## config.mk

```make
export PLATFORM = sky130hd
export DESIGN_NAME = pcont_ifetch_q
export DESIGN_NICKNAME = d
export VERILOG_FILES = /design/src/rtl/pcont_ifetch_q_pkg.sv /design/src/rtl/pcont_ifetch_q_fifo.sv /design/src/rtl/pcont_ifetch_q.sv
export SDC_FILE = /design/constraint.sdc
export NUM_CORES = 1
export LEC_CHECK = 0
export CAP_MARGIN = 20
export CORE_ASPECT_RATIO = 1.5
export CORE_MARGIN = 5
export CORE_UTILIZATION = 52
export CTS_BUF_LIST = sky130_fd_sc_hd__clkbuf_16
export CTS_CLUSTER_SIZE = 10
export DETAILED_ROUTE_END_ITERATION = 7
export PLACE_DENSITY_LB_ADDON = 0.05
export SKIP_CTS_REPAIR_TIMING = 1
export SYNTH_ARGS = -nofsm -noshare
export SYNTH_HDL_FRONTEND = slang
export SYNTH_SLANG_ARGS = --single-unit
export TNS_END_PERCENT = 5
```

## constraint.sdc

```tcl
create_clock -name SYSCLK -period 4.75 [get_ports SYSCLK]
set_input_delay 0.95 -clock SYSCLK [delete_from_list [all_inputs] [get_ports SYSCLK]]
set_output_delay 0.95 -clock SYSCLK [all_outputs]
set_load 0.03 [all_outputs]
```

## src/rtl/pcont_ifetch_q_pkg.sv

```systemverilog
// Shared constants for the instruction fetch queue and the instruction register:
// ISA mode encodings, the M32 no-op and the one-hot instruction select positions.
package pcont_ifetch_q_pkg;

   localparam logic        M32     = 1'b0;
   localparam logic        M16     = 1'b1;
   localparam logic [31:0] M32_NOP = 32'h0000_0000;

   localparam int CLMI_SEL_INST_ZERO_POS = 0;
   localparam int CLMI_SEL_INST_LOAD_POS = 1;
   localparam int CLMI_SEL_INST_HOLD_POS = 2;
   localparam int CLMI_SEL_INST_HI       = 2;

   typedef enum logic [1:0] {
      SEL_ZERO = 2'd0,
      SEL_LOAD = 2'd1,
      SEL_HOLD = 2'd2
   } sel_e;

   function automatic logic [CLMI_SEL_INST_HI:0] sel_onehot(input sel_e s);
      logic [CLMI_SEL_INST_HI:0] v;
      v = '0;
      case (s)
         SEL_LOAD: v[CLMI_SEL_INST_LOAD_POS] = 1'b1;
         SEL_HOLD: v[CLMI_SEL_INST_HOLD_POS] = 1'b1;
         default:  v[CLMI_SEL_INST_ZERO_POS] = 1'b1;
      endcase
      return v;
   endfunction

endpackage

```

## src/rtl/pcont_ifetch_q_fifo.sv

```systemverilog
// DEPTH x 32 word FIFO for fetched instructions; synchronous flush beats push/pop.
module pcont_ifq_fifo #(
   parameter int DEPTH = 2
) (
   input  logic        SYSCLK,
   input  logic        RESET_D2_R_N,
   input  logic        flush,
   input  logic        push,
   input  logic [31:0] wdata,
   input  logic        pop,
   output logic [31:0] rdata,
   output logic        full,
   output logic        empty
);

   localparam int AW = (DEPTH > 1) ? $clog2(DEPTH) : 1;
   localparam int CW = AW + 1;

   logic [31:0]   mem [DEPTH];
   logic [AW-1:0] wr_ptr;
   logic [AW-1:0] rd_ptr;
   logic [CW-1:0] cnt;
   logic          push_ok;
   logic          pop_ok;

   always_comb begin
      full    = (cnt == CW'(DEPTH));
      empty   = (cnt == '0);
      push_ok = push && !full && !flush;
      pop_ok  = pop && !empty && !flush;
      rdata   = mem[rd_ptr];
   end

   always_ff @(posedge SYSCLK) begin
      if (push_ok) mem[wr_ptr] <= wdata;
   end

   // Pointers wrap naturally because DEPTH is a power of two.
   always_ff @(posedge SYSCLK or negedge RESET_D2_R_N) begin
      if (!RESET_D2_R_N) begin
         wr_ptr <= '0;
         rd_ptr <= '0;
         cnt    <= '0;
      end else if (flush) begin
         wr_ptr <= '0;
         rd_ptr <= '0;
         cnt    <= '0;
      end else begin
         if (push_ok) wr_ptr <= wr_ptr + 1'b1;
         if (pop_ok)  rd_ptr <= rd_ptr + 1'b1;
         case ({push_ok, pop_ok})
            2'b10:   cnt <= cnt + 1'b1;
            2'b01:   cnt <= cnt - 1'b1;
            default: cnt <= cnt;
         endcase
      end
   end

endmodule

```

## src/rtl/pcont_ifetch_q.sv

```systemverilog
// Instruction fetch queue: one-outstanding REQ/ACK fetcher, word FIFO, M16 halfword
// stepping and the ZERO/LOAD/HOLD select presented to the S-stage instruction register.
module pcont_ifetch_q
   import pcont_ifetch_q_pkg::*;
#(
   parameter int          DEPTH      = 2,
   parameter logic [31:1] RESET_ADDR = 31'h5FC0_0000,
   parameter logic        RESET_MODE = 1'b0
) (
   input  logic                        SYSCLK,
   input  logic                        RESET_D2_R_N,
   output logic                        IMEM_REQ,
   output logic [31:2]                 IMEM_ADDR,
   input  logic                        IMEM_ACK,
   input  logic [31:0]                 IMEM_RDATA,
   input  logic                        REDIRECT,
   input  logic [31:1]                 REDIRECT_ADDR,
   input  logic                        REDIRECT_MODE,
   input  logic                        CLMI_RHOLD,
   output logic [31:0]                 INST_I,
   output logic                        CP0_M16IADDRB1_I,
   output logic                        CP0_INSTM32_I_R_C1_N,
   output logic [CLMI_SEL_INST_HI:0]   CLMI_SELINST_S_P,
   output logic [31:1]                 IF_PC
);

   logic        live_q;
   logic        out_q;
   logic        dis_q;
   logic        mode_q;
   logic [31:1] ha_q;
   logic [31:2] fa_q;
   logic [31:2] oaddr_q;

   logic        fifo_full;
   logic        fifo_empty;
   logic [31:0] fifo_rdata;

   sel_e        sel;
   logic        load;
   logic        pop;
   logic        issue;
   logic        ack_ok;
   logic        push;
   logic [31:1] redir_ha;

   // live_q keeps the fetcher and the HOLD select quiet until the first edge after reset.
   always_comb begin
      sel = SEL_ZERO;
      if (!live_q || REDIRECT) sel = SEL_ZERO;
      else if (CLMI_RHOLD)     sel = SEL_HOLD;
      else if (!fifo_empty)    sel = SEL_LOAD;

      load      = (sel == SEL_LOAD);
      pop       = load && ((mode_q == M32) || ha_q[1]);
      issue     = live_q && !out_q && !fifo_full && !REDIRECT;
      IMEM_REQ  = out_q || issue;
      IMEM_ADDR = out_q ? oaddr_q : fa_q;
      ack_ok    = IMEM_ACK && IMEM_REQ;
      push      = ack_ok && !dis_q && !REDIRECT;
      redir_ha  = {REDIRECT_ADDR[31:2], REDIRECT_ADDR[1] & (REDIRECT_MODE == M16)};

      INST_I               = fifo_empty ? M32_NOP : fifo_rdata;
      CP0_M16IADDRB1_I     = ha_q[1];
      CP0_INSTM32_I_R_C1_N = mode_q;
      CLMI_SELINST_S_P     = sel_onehot(sel);
      IF_PC                = ha_q;
   end

   always_ff @(posedge SYSCLK or negedge RESET_D2_R_N) begin
      if (!RESET_D2_R_N) begin
         live_q  <= 1'b0;
         out_q   <= 1'b0;
         dis_q   <= 1'b0;
         mode_q  <= RESET_MODE;
         ha_q    <= RESET_ADDR;
         fa_q    <= RESET_ADDR[31:2];
         oaddr_q <= RESET_ADDR[31:2];
      end else begin
         live_q <= 1'b1;

         // The presented address is latched so it survives a redirect of fa_q.
         if (ack_ok) begin
            out_q <= 1'b0;
         end else if (issue) begin
            out_q   <= 1'b1;
            oaddr_q <= fa_q;
         end

         if (REDIRECT) begin
            ha_q   <= redir_ha;
            fa_q   <= REDIRECT_ADDR[31:2];
            mode_q <= REDIRECT_MODE;
            dis_q  <= out_q && !IMEM_ACK;
         end else begin
            if (ack_ok) begin
               if (dis_q) dis_q <= 1'b0;
               else       fa_q  <= IMEM_ADDR + 30'd1;
            end
            if (load) ha_q <= ha_q + ((mode_q == M32) ? 31'd2 : 31'd1);
         end
      end
   end

   pcont_ifq_fifo #(
      .DEPTH (DEPTH)
   ) u_fifo (
      .SYSCLK       (SYSCLK),
      .RESET_D2_R_N (RESET_D2_R_N),
      .flush        (REDIRECT),
      .push         (push),
      .wdata        (IMEM_RDATA),
      .pop          (pop),
      .rdata        (fifo_rdata),
      .full         (fifo_full),
      .empty        (fifo_empty)
   );

endmodule

```

-- Word level (Yosys, flattened, before mapping)
Memories as Yosys holds them, arrays and structs flattened.
Cells that the tools add are included.
- equality and inequality tests: 6
- reduce and logical (&&, ||, !) cells: 32
- mux-type cells: 26
- bitwise operators: 3
- $add $sub $neg: 6
- operator list (cell ; number):
    two-way mux 30 bit ; 4
    two-way mux 31 bit ; 2
    two-way mux 32 bit ; 1
    adder 31 x 2 -> 31 bit ; 1
    adder 30 x 1 -> 30 bit, second input constant ; 1
    two-way mux 1 bit ; 14
    logical AND 1 bit ; 12
    nonzero test 2 bit ; 5
    two-way mux 2 bit ; 4
    logical NOT 1 bit ; 7
    equality test 2 bit, second input constant ; 3
    equality test 2 x 1 -> 1 bit, second input constant ; 2
    case mux 2 bit (2 select lines) ; 1
    AND reduction 2 bit ; 2
    logical OR 1 bit ; 3
    nonzero test 3 bit ; 1
    adder 1 bit, second input constant ; 2
    adder 2 x 1 -> 2 bit, second input constant ; 1
    logical NOT 2 bit ; 1
    != test 2 bit, second input constant ; 1
    NOT 1 bit ; 2
    OR reduction 2 bit ; 1
    subtractor 2 x 1 -> 2 bit, second input constant ; 1
    bitwise AND 1 bit ; 1
- RAM bits: 64
- logic and storage cells: 84
- input bits: 69
- output and inout bits: 99
- memories kept: 1
- bits in registers: 99
- memories (memory ; words ; width ; rd ports ; clocked after memory_dff ; write ports ; line ; source):
    u_fifo.mem ; 2 ; 32 ; 1 ; 0 ; 1 ; pcont_ifetch_q_fifo.sv:19 ; logic [31:0] mem [DEPTH];

-- Logic depth before layout (Yosys ltp)
- word-level depth: 13
- mapped depth: 13
- depth with buffers taken out: 10

-- Cells and area by module
Synthesis repeated with hierarchy kept, for this count alone.
- cells, all modules: 702
- area total of the unflattened synthesis: 8293.0 µm²
- by module, submodules not included (module ; cells an instance ; seq. area each (µm²) ; area each (µm²) ; times used):
    pcont_ifetch_q ; 577 ; 2407.3 ; 5771.8 ; 1
    pcont_ifq_fifo ; 125 ; 2021.9 ; 2521.2 ; 1

-- Least setup slack after synthesis
OpenSTA, ideal clock, no wires.
- path type: input to register
- start point: input port REDIRECT
- end point: memory u_fifo.mem[0][0] (enable)
- library setup time: 0.461 ns
- stages on the path: 7
- path buffers: 2
- data arrival time: 4.231 ns
- setup slack: 0.057 ns
- required time: 4.289 ns
- cell sequence: clkbuf_1 > nor2b_1 > a21oi_1 > nor3b_2 > nand2_1 > clkbuf_1 > nor3_1
- word-level cells in the longest chain between the ends: 10
- RTL lines (element ; line ; source):
    start, declared ; pcont_ifetch_q.sv:16 ; input logic REDIRECT,
    logical NOT 1 bit (*) ; pcont_ifetch_q_fifo.sv:29, pcont_ifetch_q.sv:56, pcont_ifetch_q.sv:60 ;
    logical AND 1 bit ; pcont_ifetch_q.sv:56 ; issue = live_q && !out_q && !fifo_full && !REDIRECT;
    logical OR 1 bit ; pcont_ifetch_q.sv:57 ; IMEM_REQ = out_q || issue;
    logical AND 1 bit ; pcont_ifetch_q.sv:59 ; ack_ok = IMEM_ACK && IMEM_REQ;
    logical AND 1 bit (2 in series) ; pcont_ifetch_q.sv:60 ; push = ack_ok && !dis_q && !REDIRECT;
    logical AND 1 bit ; pcont_ifetch_q_fifo.sv:29 ; push_ok = push && !full && !flush;
    logical AND 1 bit (*) ; pcont_ifetch_q_fifo.sv:29 ;
    two-way mux 1 bit (*) ; pcont_ifetch_q_fifo.sv:35 ; if (push_ok) mem[wr_ptr] <= wdata;
    two-way mux 1 bit (implied by the code) (*) ; pcont_ifetch_q_fifo.sv:35 ;
    end, declared ; pcont_ifetch_q_fifo.sv:19 ;
Mark *: on every way between the ends. The rest lies on a longest branch, timed or not.

-- Worst setup path in the final report
- start point: register out_q
- end point: output port IMEM_ADDR[13] (netlist bit)
- word-level cells in the longest chain between the ends: 1
- RTL lines (element ; line ; source):
    start, declared ; pcont_ifetch_q.sv:28 ; logic out_q;
    start signal, assigned ; pcont_ifetch_q.sv:73 ; out_q <= 1'b0;
    start signal, assigned ; pcont_ifetch_q.sv:84 ; out_q <= 1'b0;
    start signal, assigned ; pcont_ifetch_q.sv:86 ; out_q <= 1'b1;
    two-way mux 30 bit ; pcont_ifetch_q.sv:58 ; IMEM_ADDR = out_q ? oaddr_q : fa_q;
    end, declared ; pcont_ifetch_q.sv:13 ; output logic [31:2] IMEM_ADDR,
No other way between the ends.

==> impl_metrics.py <==
metrics = {
    "floorplanning": {
        "row_count": 56,
        "die_h_um": 163,
        "initial_utilization_pct": 52.3,
        "dieArea_mm2": 0.0182,
        "fp.coreArea_mm2": 0.0155,
        "io-pin-count": 168,
        "fp.dieW_um": 112,
    },
    "clocking": {
        "numCtsBuffers": 17,
        "cts.sink_count": 163,
        "cts_max_level": 4,
        "cts_root_buffer": "clkbuf_16",
        "cts_buffer_depth": 2,
        "path_clk_slew_ns": 0.06,
        "clk_latency_ns": 0.43,
        "cts_tree": "done",
    },
    "synth": {
        "ys_types": 57,
        "seq_area_frac_synth_pct": 54.7,
        "synth_top_cell_by_area": "edfxtp_1",
        "synth_top_family_by_area": "simple AND/OR/NAND/NOR gates",
        "muxShareOfSynthArea_pct": 12.7,
        "synth-adder-area-share_pct": 1.17,
        "synth_top_flop_cell": "dfrtp_1",
        "synth_cells": 708,
        "syn-num-nets": 784,
        "synth_xor_area_share_pct": 5.63,
        "synthSimpleGateAreaFrac_pct": 14.4,
        "synth_edf_count": 64,
        "avgSynthCellArea_um2": 11.4,
        "synth_seq_cells": 163,
        "async_reset_ff_share_pct": 60.7,
        "ys_top_cells_by_area": "edfxtp_1 24%, dfrtp_1 23%, dfstp_2 7.8%",
        "yosysMostFrequentCell": "dfrtp_1",
        "synth-compound-area-share_pct": 7.99,
        "syn_area_mm2": 0.00809,
        "yosys_warnings": 0,
        "netlist_top_cells_count": "75 x dfrtp_1, 71 x nor2_1, 64 x edfxtp_1, 62 x nand2_1, 55 x mux2_2",
        "synth.top_cell.area_share_pct": 23.7,
    },
    "global_routing": {
        "grt_pass1_wl_um": 32200,
        "antenna_found_initial": 0,
        "grt_usage_pct": 22.3,
        "grt_pass1_vias": 6401,
        "gr-total-overflow": 0,
        "grt_max_degree": 74,
    },
    "critical_path": {
        "worstPathMaxFanout": 45,
        "crit_path_end_kind": "primary output",
        "critPathLaunchType": "register",
        "crit_type": "reg -> out",
        "crit_family": "buffers and inverters",
        "cp_cell_sequence": "buf_4, mux2i_1, inv_1, clkdlybuf4s50_1",
        "cp.buffers_inverters": 3,
        "cp.arrival_ns": 2.87,
        "cp.required_ns": 3.80,
        "cpMaxStageDelayCell": "dfrtp_2",
        "cp_slowest_stage_delay_ns": 0.97,
    },
    "run_status": {
        "outcome": "finished, final reports clean",
    },
    "pwr": {
        "power.density_mw_per_mm2": 386,
        "total_leakage_power_nw": 3.86,
        "ir_worst_vdd_v": 0.000259,
    },
    "finish": {
        "register_area_mm2": 0.00443,
        "syn2layout_area_growth_pct": 29.9,
        "multi_input_area_mm2": 0.00340,
        "nets": 943,
        "fill_cells": 1215,
        "diodes": 0,
        "layout-drive-gt1-share_pct": 15.8,
        "final_core_util_pct": 67.9,
    },
    "timing": {
        "fmax_mhz": 262,
        "rsz0062_at_grt": "false",
        "period_needed_ns": 3.82,
        "slew_headroom_pct": 35.3,
        "skew_ns": 0.00812,
        "slew_viol_final": 0,
        "hold_viol_final": 0,
        "timing.setup.tns_ns": 0,
        "setup_viol": 0,
        "post-route-period-util_pct": 80.3,
        "worst_pin_slew_ns": 0.971,
    },
    "drt": {
        "drt-vias-per-instance": 5.55,
        "route.detailed.drc": 0,
        "dr.pass1.iters": 4,
        "drtIter0Drc": 297,
        "postRouteAntennaNets": 0,
        "wire_per_inst_um": 18.6,
        "routed_wirelength_um": 20100,
        "vias": 6004,
    },
    "placement": {
        "port_buffers": 167,
        "dpl.hpwl_um": 14200,
        "gp_congestion": 0.861,
    },
    "flow_run": {
        "maxCapViolations": 0,
    },
    "worst_hold_path": {
        "hold_path_class": "reg -> reg",
    },
}
## state kept, by name (all words and copies together) (netlist names)
signal / cells
fa_q: 30
u_fifo.mem: 64
out_q: 1
CP0_INSTM32_I_R_C1_N: 1
dis_q: 1
u_fifo.cnt: 2
IF_PC: 31
live_q: 1
u_fifo.wr_ptr: 1
u_fifo.rd_ptr: 1
oaddr_q: 30
## routing by layer
| layer | GRT usage, % | share of wire, % | wire (um) | up-vias |
|---|---|---|---|---|
| met5 | 0 | 0 | 0 | - |
| met3 | 6.43 | 6.3 | 1270 | 29 |
| li1 | - | - | - | 2846 |
| met4 | 8.30 | 1.9 | 382 | 0 |
| met1 | 24.9 | 39 | 7880 | 2976 |
| met2 | 40.1 | 53 | 10600 | 153 |
## stage by stage
step                      cells  cell area [um2]  setup slack (ns)  hold slack, ns  power, W
final                      1082            10500             0.934           0.496   0.00405
after global placement     1051             9910              1.26           0.482   0.00265
after detailed placement   1051             9910              1.24           0.495   0.00267
after global routing       1082            10500             0.785           0.531   0.00422
after floorplan             708             8090            0.0574           0.468   0.00231
after CTS                  1082            10500             0.940           0.496   0.00408
## cell type report
cell class | count | area share [%]
clock buffers | 17 | 4.05
clock inverters | 14 | 1.69
inverters | 19 | 0.678
multi-input cells | 487 | 32.3
flip-flops and latches | 163 | 42.1
well taps | 203 | 2.42
repair buffers | 179 | 16.7
## report_power, final
part	internal [W]	switching, W	leakage (nW)
Clock	0.000832	0.000576	0.285
Combinational	0.000396	0.000470	1.86
Sequential	0.00164	0.000144	1.71
## placed cells by master, fill, tap and decap left out, drive strengths merged, types with 3 or more instances in the layout
cell type      count
a211oi             5
clkbuf            17
xor2              24
nor3              10
nand4b             4
nand3             27
clkdlybuf4s50    165
o221ai            11
dfstp             24
clkinvlp           4
a22oi              3
ha                 6
xnor2             28
and3               9
nor2              71
o21ai             23
nor3b              4
a221oi             3
a31oi              7
mux2i             41
nand2             62
dfrtp             75
a21oi             33
nand2b             5
buf               14
nand4             16
edfxtp            64
a21boi             3
nor2b              6
and4               6
bufinv             3
inv               24
mux2              55
nand3b             7
## kinds of logic after synthesis
| kind of cell | after synthesis |
|---|---|
| AND/OR/NAND/NOR | 233 |
| other | 1 |
| buffers and inverters | 58 |
| AO/OA/AOI/OAI | 98 |
| flip-flops | 163 |
| multiplexers | 96 |
| adder cells (fa/ha/maj) | 7 |
| XOR/XNOR | 52 |
## path summary, 6_finish.rpt
path	cells past startpoint	start	slack, ns	end
max reg2reg	7	out_q	1.72	fa_q[24]
min reg2reg	2	oaddr_q[27]	0.50	oaddr_q[27]
max in group asynchronous	2	RESET_D2_R_N	3.12	oaddr_q[2]
min in group asynchronous	1	RESET_D2_R_N	0.64	oaddr_q[15]
max	4	out_q	0.93	IMEM_ADDR[13]
min	2	oaddr_q[27]	0.50	oaddr_q[27]
## worst register-to-register path: cells and delay by family (launching register included)
kind | cells | cell delay (ns)
fa+ha+maj | 1 | 0.18
simple gates | 3 | 1.12
flops | 1 | 0.97
compound gates | 1 | 0.11
xor+xnor | 1 | 0.14
mux | 1 | 0.40
Note: power is estimated with default switching activity, not from simulation.
